<file path="src/rtl/riscv_defines.sv">
// Shared RV32 definitions for the store buffer: entry layout and default depth.
package riscv_defines;

  localparam int SB_XLEN          = 32;
  localparam int SB_DEPTH_DEFAULT = 4;

  typedef struct packed {
    logic                 valid;
    logic [SB_XLEN-1:0]   addr;
    logic [SB_XLEN-1:0]   wdata;
    logic [SB_XLEN/8-1:0] be;
  } sb_entry_t;

endpackage

</file>
<file path="src/rtl/store_buffer_if.sv">
// Store buffer bundle: enqueue from MEM, drain to data memory, load lookup and status.
interface store_buffer_if
  import riscv_defines::*;
#(
  parameter int XLEN  = SB_XLEN,
  parameter int DEPTH = SB_DEPTH_DEFAULT
);
  localparam int CW = $clog2(DEPTH) + 1;

  logic              enq_valid;
  logic              enq_ready;
  logic [XLEN-1:0]   enq_addr;
  logic [XLEN-1:0]   enq_wdata;
  logic [XLEN/8-1:0] enq_be;

  logic              drain_valid;
  logic              drain_ready;
  logic [XLEN-1:0]   drain_addr;
  logic [XLEN-1:0]   drain_wdata;
  logic [XLEN/8-1:0] drain_be;

  logic              ld_valid;
  logic [XLEN-1:0]   ld_addr;
  logic [XLEN-1:0]   fwd_data;
  logic [XLEN/8-1:0] fwd_be;
  logic              ld_stall;

  logic              empty;
  logic              full;
  logic [CW-1:0]     count;

  modport master (
    output enq_valid, enq_addr, enq_wdata, enq_be, drain_ready, ld_valid, ld_addr,
    input  enq_ready, drain_valid, drain_addr, drain_wdata, drain_be,
           fwd_data, fwd_be, ld_stall, empty, full, count
  );

  modport slave (
    input  enq_valid, enq_addr, enq_wdata, enq_be, drain_ready, ld_valid, ld_addr,
    output enq_ready, drain_valid, drain_addr, drain_wdata, drain_be,
           fwd_data, fwd_be, ld_stall, empty, full, count
  );

endinterface

</file>
<file path="src/rtl/sb_byte_merge.sv">
// Per-byte youngest-match select for store-to-load forwarding.
// Inputs are presented oldest first, so a later hit overrides an earlier one.
module sb_byte_merge #(
  parameter int XLEN  = 32,
  parameter int DEPTH = 4
) (
  input  logic [XLEN-1:0]   wdata_age [DEPTH],
  input  logic [XLEN/8-1:0] be_age    [DEPTH],
  input  logic [DEPTH-1:0]  hit_age,
  output logic [XLEN-1:0]   fwd_data,
  output logic [XLEN/8-1:0] fwd_be
);
  localparam int NB = XLEN / 8;

  always_comb begin
    fwd_data = '0;
    fwd_be   = '0;
    for (int k = 0; k < DEPTH; k++) begin
      for (int b = 0; b < NB; b++) begin
        if (hit_age[k] && be_age[k][b]) begin
          fwd_be[b]          = 1'b1;
          fwd_data[b*8 +: 8] = wdata_age[k][b*8 +: 8];
        end
      end
    end
  end

endmodule

</file>
<file path="src/rtl/store_buffer.sv">
// In-order store buffer with word-granular load lookup.
// STORE_BUFFER_FWD_EN selects byte forwarding; otherwise a matching load raises ld_stall.
module store_buffer
  import riscv_defines::*;
#(
  parameter int XLEN  = SB_XLEN,
  parameter int DEPTH = SB_DEPTH_DEFAULT
) (
  input logic           clk,
  input logic           rst,
  store_buffer_if.slave sb
);
  localparam int PW = $clog2(DEPTH);
  localparam int CW = PW + 1;

  // Entries use the shared RV32 layout, so only matching widths elaborate.
  if (XLEN != SB_XLEN || DEPTH < 2 || (DEPTH & (DEPTH - 1)) != 0) begin : g_param_check
    $error("store_buffer: XLEN must equal SB_XLEN and DEPTH must be a power of two >= 2");
  end

  sb_entry_t        entries_q [DEPTH];
  sb_entry_t        entries_d [DEPTH];
  logic [PW-1:0]    head_q, head_d;
  logic [PW-1:0]    tail_q, tail_d;
  logic [CW-1:0]    count_q, count_d;
  logic             full, empty;
  logic             do_enq, do_drain;
  logic [DEPTH-1:0] hit;

  assign full     = (count_q == CW'(DEPTH));
  assign empty    = (count_q == '0);
  assign do_enq   = sb.enq_valid && !full;
  assign do_drain = sb.drain_ready && !empty;

  assign sb.enq_ready   = !full;
  assign sb.drain_valid = !empty;
  assign sb.empty       = empty;
  assign sb.full        = full;
  assign sb.count       = count_q;
  assign sb.drain_addr  = entries_q[head_q].addr;
  assign sb.drain_wdata = entries_q[head_q].wdata;
  assign sb.drain_be    = entries_q[head_q].be;

  always_comb begin
    entries_d = entries_q;
    head_d    = head_q;
    tail_d    = tail_q;
    count_d   = count_q;
    if (do_enq) begin
      entries_d[tail_q].valid = 1'b1;
      entries_d[tail_q].addr  = sb.enq_addr;
      entries_d[tail_q].wdata = sb.enq_wdata;
      entries_d[tail_q].be    = sb.enq_be;
      tail_d                  = tail_q + PW'(1);
    end
    if (do_drain) begin
      entries_d[head_q].valid = 1'b0;
      head_d                  = head_q + PW'(1);
    end
    case ({do_enq, do_drain})
      2'b10:   count_d = count_q + CW'(1);
      2'b01:   count_d = count_q - CW'(1);
      default: count_d = count_q;
    endcase
  end

  always_ff @(posedge clk) begin
    if (rst) begin
      for (int i = 0; i < DEPTH; i++) entries_q[i] <= '0;
      head_q  <= '0;
      tail_q  <= '0;
      count_q <= '0;
    end else begin
      entries_q <= entries_d;
      head_q    <= head_d;
      tail_q    <= tail_d;
      count_q   <= count_d;
    end
  end

  // Word match ignores the byte offset; lookup sees registered state only,
  // so a store enqueuing this cycle is invisible and a draining one still hits.
  always_comb begin
    hit = '0;
    for (int i = 0; i < DEPTH; i++) begin
      hit[i] = entries_q[i].valid && (((entries_q[i].addr ^ sb.ld_addr) >> 2) == '0);
    end
  end

`ifdef STORE_BUFFER_FWD_EN
  localparam int NB = XLEN / 8;

  logic [XLEN-1:0]  wdata_age [DEPTH];
  logic [NB-1:0]    be_age    [DEPTH];
  logic [DEPTH-1:0] hit_age;

  always_comb begin
    logic [PW-1:0] idx;
    idx     = '0;
    hit_age = '0;
    for (int k = 0; k < DEPTH; k++) begin
      idx          = head_q + PW'(k);
      wdata_age[k] = entries_q[idx].wdata;
      be_age[k]    = entries_q[idx].be;
      hit_age[k]   = hit[idx] && sb.ld_valid;
    end
  end

  sb_byte_merge #(
    .XLEN  (XLEN),
    .DEPTH (DEPTH)
  ) u_merge (
    .wdata_age (wdata_age),
    .be_age    (be_age),
    .hit_age   (hit_age),
    .fwd_data  (sb.fwd_data),
    .fwd_be    (sb.fwd_be)
  );

  assign sb.ld_stall = 1'b0;
`else
  assign sb.fwd_data = '0;
  assign sb.fwd_be   = '0;
  assign sb.ld_stall = sb.ld_valid && (|hit);
`endif

endmodule

</file>
<file path="src/flat_wrapper.sv">
// flat-port wrapper written by rule: the top's interface ports become plain ports
module store_buffer_flat import riscv_defines::*;
#(
  parameter int XLEN  = SB_XLEN,
  parameter int DEPTH = SB_DEPTH_DEFAULT
)
  (clk, rst, sb_enq_valid, sb_enq_addr, sb_enq_wdata, sb_enq_be, sb_drain_ready, sb_ld_valid, sb_ld_addr, sb_enq_ready, sb_drain_valid, sb_drain_addr, sb_drain_wdata, sb_drain_be, sb_fwd_data, sb_fwd_be, sb_ld_stall, sb_empty, sb_full, sb_count);
  store_buffer_if #(.XLEN(XLEN), .DEPTH(DEPTH)) sb_i ();
  input logic clk;
  input logic rst;
  input wire logic [$bits(sb_i.enq_valid)-1:0] sb_enq_valid;
  input wire logic [$bits(sb_i.enq_addr)-1:0] sb_enq_addr;
  input wire logic [$bits(sb_i.enq_wdata)-1:0] sb_enq_wdata;
  input wire logic [$bits(sb_i.enq_be)-1:0] sb_enq_be;
  input wire logic [$bits(sb_i.drain_ready)-1:0] sb_drain_ready;
  input wire logic [$bits(sb_i.ld_valid)-1:0] sb_ld_valid;
  input wire logic [$bits(sb_i.ld_addr)-1:0] sb_ld_addr;
  output wire logic [$bits(sb_i.enq_ready)-1:0] sb_enq_ready;
  output wire logic [$bits(sb_i.drain_valid)-1:0] sb_drain_valid;
  output wire logic [$bits(sb_i.drain_addr)-1:0] sb_drain_addr;
  output wire logic [$bits(sb_i.drain_wdata)-1:0] sb_drain_wdata;
  output wire logic [$bits(sb_i.drain_be)-1:0] sb_drain_be;
  output wire logic [$bits(sb_i.fwd_data)-1:0] sb_fwd_data;
  output wire logic [$bits(sb_i.fwd_be)-1:0] sb_fwd_be;
  output wire logic [$bits(sb_i.ld_stall)-1:0] sb_ld_stall;
  output wire logic [$bits(sb_i.empty)-1:0] sb_empty;
  output wire logic [$bits(sb_i.full)-1:0] sb_full;
  output wire logic [$bits(sb_i.count)-1:0] sb_count;
  assign sb_i.enq_valid = sb_enq_valid;
  assign sb_i.enq_addr = sb_enq_addr;
  assign sb_i.enq_wdata = sb_enq_wdata;
  assign sb_i.enq_be = sb_enq_be;
  assign sb_i.drain_ready = sb_drain_ready;
  assign sb_i.ld_valid = sb_ld_valid;
  assign sb_i.ld_addr = sb_ld_addr;
  assign sb_enq_ready = sb_i.enq_ready;
  assign sb_drain_valid = sb_i.drain_valid;
  assign sb_drain_addr = sb_i.drain_addr;
  assign sb_drain_wdata = sb_i.drain_wdata;
  assign sb_drain_be = sb_i.drain_be;
  assign sb_fwd_data = sb_i.fwd_data;
  assign sb_fwd_be = sb_i.fwd_be;
  assign sb_ld_stall = sb_i.ld_stall;
  assign sb_empty = sb_i.empty;
  assign sb_full = sb_i.full;
  assign sb_count = sb_i.count;
  store_buffer #(.XLEN(XLEN), .DEPTH(DEPTH)) u_core (.clk(clk), .rst(rst), .sb(sb_i));
endmodule
</file>
<file path="config.mk">
export PLATFORM = sky130hd
export DESIGN_NAME = store_buffer_flat
export DESIGN_NICKNAME = d
export VERILOG_FILES = /design/src/rtl/riscv_defines.sv /design/src/rtl/store_buffer_if.sv /design/src/rtl/sb_byte_merge.sv /design/src/rtl/store_buffer.sv /design/src/flat_wrapper.sv
export SDC_FILE = /design/constraint.sdc
export NUM_CORES = 1
export LEC_CHECK = 0
export ABC_AREA = 1
export CAP_MARGIN = 20
export CORE_MARGIN = 2
export CORE_UTILIZATION = 59
export DETAILED_ROUTE_END_ITERATION = 10
export PLACE_DENSITY = 0.86
export SYNTH_ARGS = -nofsm -noshare
export SYNTH_HDL_FRONTEND = slang
export SYNTH_SLANG_ARGS = --single-unit
</file>
<file path="constraint.sdc">
create_clock -name clk -period 4.87 [get_ports clk]
set_input_delay 0.487 -clock clk [delete_from_list [all_inputs] [get_ports clk]]
set_output_delay 0.487 -clock clk [all_outputs]
set_load 0.01 [all_outputs]
</file>
## Yosys cells after proc, flatten, opt, wreduce, memory -nomap -nowiden

Cells that the tools add are included.
Widths: inputs -> output; s select.

- Register bits: 283
- Input port bits: 105
- Logic and storage cells: 75
- Output and inout port bits: 112

- Bitwise gates (word level): 6
- Eq/ne operators: 3
- $add $sub $neg: 4
- Multiplexer cells: 21
- Reduce and logical (&&, ||, !) cells: 18
- $lt $le $gt $ge: 4

Operator list:

| kind | count |
|---|---|
| $bwmux 276 | 5 |
| $demux 69 s2 | 5 |
| $mux 276 | 2 |
| $mux 68 | 3 |
| $bmux 69 s2 | 1 |
| $mux 69 | 2 |
| $logic_not 32->1 | 4 |
| $xor 32x32->32 | 4 |
| $mux 36 | 1 |
| $logic_and 1x1->1 | 9 |
| $ge 3x3->1 const B | 2 |
| $lt 3x1->1 const B | 2 |
| $not 2->3 | 2 |
| $pmux 3 s2 | 1 |
| $add 2x1->2 const B | 2 |
| $mux 4 | 1 |
| $reduce_or 4->1 | 1 |
| $add 3x1->3 const B | 1 |
| $eq 3x3->1 const B | 1 |
| $logic_not 3->1 | 1 |
| $sub 3x1->3 const B | 1 |
| $eq 2x1->1 const B | 1 |
| $eq 2x2->1 const B | 1 |
| $logic_not 1->1 | 2 |
| $reduce_bool 2->1 | 1 |

## Depth between registers and ports, before layout

- Depth in word-level cells: 12
- Depth in mapped cells: 13
- Depth with buffers taken out: 12

## Worst setup path after synthesis

No wires, ideal clock.

- Path type: reg-to-reg
- Start: reg u_core.count_q[0], in the netlist u_core.sb.count[0]
- End: reg u_core.count_q[1], in the netlist u_core.sb.count[1]
- Library setup time: 0.086 ns
- Arrival: 1.993 ns
- Path slack: 2.791 ns
- Path buffers: 0
- Cell stages (with the launch flop): 9
- Clock period less this slack: 2.079 ns
- Required time: 4.784 ns
- Path through: dfxtp_1 > nor3_1 > inv_1 > nand2_1 > inv_1 > ha_1 > inv_1 > fa_1 > a211oi_1

- Longest elaborated chain between the ends: 5
- Elaborated cells on any way between the ends: 12
- Classes of those cells: 2 x add/sub; 3 x eq/ne; 1 x mux; 6 x reduce/logical

RTL lines:

| item | line | RTL |
|---|---|---|
| start: declaration | store_buffer.sv:25 | `logic [CW-1:0] count_q, count_d;` |
| start signal: assignment | store_buffer.sv:77 | `count_q <= count_d;` |
| $logic_not 3->1 * | store_buffer.sv:31 | `assign empty = (count_q == '0);` |
| named net sb_empty | flat_wrapper.sv:26 | `output wire logic [$bits(sb_i.empty)-1:0] sb_empty;` |
| $logic_not 1->1 * | - |  |
| named net sb_drain_valid | flat_wrapper.sv:19 | `output wire logic [$bits(sb_i.drain_valid)-1:0] sb_drain_valid;` |
| $logic_and 1x1->1 * | store_buffer.sv:33 | `assign do_drain = sb.drain_ready && !empty;` |
| $eq 2x1->1 or $eq 2x2->1 (tied branches) | store_buffer.sv:60 | `case ({do_enq, do_drain})` |
| $pmux 3 s2 or $reduce_bool 2->1 (tied branches) | - |  |

The timed path passes the listed nets; every way through them passes the cells marked *.
A chain may end at the register's enable or synchronous reset.

## Final worst setup path

- Start: reg u_core.head_q[0]
- End: out sb_drain_wdata[17]

- Longest elaborated chain between the ends: 4

RTL lines:

| item | line | RTL |
|---|---|---|
| start: declaration | store_buffer.sv:23 | `logic [PW-1:0] head_q, head_d;` |
| start signal: assignment | store_buffer.sv:70 | `head_q <= '0;` |
| start signal: assignment | store_buffer.sv:75 | `head_q <= head_d;` |
| $not 2->3 (not written as such) | store_buffer.sv:41 | `assign sb.drain_wdata = entries_q[head_q].wdata;` |
| $bmux 69 s2 | store_buffer.sv:41 |  |
| $mux 68 (2 in a row) | - |  |
| end: declaration | flat_wrapper.sv:21 | `output wire logic [$bits(sb_i.drain_wdata)-1:0] sb_drain_wdata;` |

Every way passes these cells. The select of a mux whose other input is x is not followed.

==> impl_metrics.ini <==
[clock_network]
cts.clk_slew.worst_paths_ns = 0.06
clkLatencyLatePin_ns = 0.56
htree_levels = 1
clockBufferDepth = 3
cts_made_buffers = 30
ctsResizeCount = 0
cts_root_buf = clkbuf_16
postCtsHoldBufs = 0
clkSinkCount = 283
post_cts.repair.setup_buffers = 0
cts_tree = built

[synth]
syn_inst = 2119
synth-seq-cells = 283
synth_ff_type = dfxtp_1
synth_largest_area_cell = dfxtp_1
synth_area_leaders = dfxtp_1 (39%), nand2_1 (12%), a21oi_1 (9.3%), nand3_1 (6.7%), nor2_1 (5.6%)
synthTopCellsByCount = nand2_1 (474), dfxtp_1 (283), a21oi_1 (269), nor2_1 (216), nand3_1 (194)
syn_area_sq_mm = 0.0145
synth_top_area_share = 0.392
synth_most_common_cell = nand2_1
yosys_warnings = 0
synth_cell_types = 32
async_flop_share = 0
synth_edf_count = 0
syn_area_per_cell_sq_um = 6.82
synth-seq-area-share = 0.392

[routing]
firstDrtPassIters = 7
drtIter0Drc = 2008
drc = 0
routedWlPerCell_microns = 18.2
drt-total-wl_microns = 46100
vias = 15100
vias_per_cell = 5.94
final_antenna_net_count = 0

[sta]
tns_ns = 0
report.final.slew_viol_count = 0
relSlewSlack = 0.259
setup_viol = 0
min_period_ns = 3.77
fmax_mhz = 266
hold_viol_final = 0
max_slew.worst_pin.slew_ns = 1.11
finalCritPeriodShare = 0.773
clock-skew-final_ns = 0.00925
grt_setup_unrepaired = no

[setup_path]
crit_chain = inv_4 -> buf_12 -> o21ai_0 -> o22ai_1 -> clkdlybuf4s50_1
slowest_delay_ns = 0.75
start_kind = flip-flop
worstPathArrival_ns = 3.28
critPathCaptureType = primary output
cp_slowest_cell = inv_4
crit_fanout = 90
reg2reg_slack_ns = 2.50
worstPathRequired_ns = 4.38
path_class = flip-flop to primary output

[placed_design]
post-place-cells = 2478
dp_hpwl_microns = 28100
gp_congestion = 0.996
post_dp_cell_area_sq_mm = 0.0159
io_buffers = 178

[power]
p_per_area_mw_per_mm2 = 477
irDropWorstVdd_mv = 0.337
finalPower_mw = 8.08
p_leak_nw = 6.42

[finish]
fin_util = 0.700
final_cells = 2535
area_growth_pct = 17.1
fin_area_sq_mm = 0.0169
drive_above_1_share = 0.0435
final_nets = 2301

[global_routing]
antenna_found_initial = 3
overflow = 0
grt_pass1_wl_microns = 71900
grt_pass1_vias = 13900
globalRouteTotalUtil = 0.342
grt_max_degree = 163

[hold_path]
hold_path_class = flip-flop to flip-flop

[run]
max_cap_viol_count = 0

[status]
outcome = finished, final reports clean

[die]
die_width_microns = 161
initial_utilization = 0.598
die_area_sq_mm = 0.0258
placeableCoreArea_sq_mm = 0.0242
io_pins = 217
rows = 57
die_y_microns = 161
## layout by cell type, fill, tap and decap left out, types with 2 or more instances in the layout
master	count
ha_1	5
xor2_1	4
xnor2_1	33
buf_4	18
a21oi_1	269
buf_12	2
clkbuf_1	6
o21ai_0	115
a211oi_1	72
nand4_1	19
nor2_1	216
clkdlybuf4s50_1	177
a221oi_1	4
conb_1	36
inv_4	2
clkbuf_16	31
nand2_1	474
inv_1	156
ha_2	4
a211oi_2	12
clkinv_2	7
o22ai_1	45
dfxtp_1	282
inv_2	2
nand2_4	5
clkbuf_8	9
nand3_1	194
diode_2	3
## through the flow
step                      hold WS, ns  worst slack [ns]
after CTS                       0.458              1.15
final                           0.458              1.10
after global routing            0.472              1.05
after floorplan                 0.435              2.79
after global placement          0.444              1.81
after detailed placement        0.449              1.78
## power breakdown
group | internal [mW] | switching [mW]
logic | 1.23 | 1.86
registers | 2.53 | 0.183
clock network | 1.33 | 0.946
## layer usage
metal / global-route usage / vias to the layer above / share of wire
met2: 0.560 / 892 / 0.46
li1: - / 7060 / -
met5: 0 / - / 0
met4: 0.174 / 0 / 0.048
met3: 0.0571 / 151 / 0.11
met1: 0.438 / 6948 / 0.39
## layout make-up
cell class	instances	area (sq um)
inverters	160	606
repair buffers	198	1960
multi-input cells	1513	7300
flip-flops and latches	283	5670
diodes	3	7.51
clock buffers	45	908
fillers	2028	7240
well taps	324	405
clock inverters	9	73.8
## path summary, 6_finish.rpt
| path | startpoint | end | cells after the start |
|---|---|---|---|
| min reg2reg | flip-flop | flip-flop | 2 |
| max reg2reg | u_core.sb.count[2] | flip-flop | 9 |
| max | u_core.head_q[0] | sb_drain_wdata[17] | 5 |
| min | flip-flop | flip-flop | 2 |
## logic make-up after synthesis
| logic type | share of synthesized area |
|---|---|
| AOI/OAI and AO/OA | 0.204 |
| DFF | 0.392 |
| other | 0.000259 |
| adders and majority gates | 0.00917 |
| xor gates and xnor gates | 0.0224 |
| buffers and inverters | 0.114 |
| and+or+nand+nor | 0.259 |
## worst max-delay path, delay by kind of cell (launching register included)
kind,cells,cell delay [ns]
buffers and inverters,3,1.71
DFF,1,0.52
AOI/OAI and AO/OA,2,0.41
(Power assumes the default switching activity.)
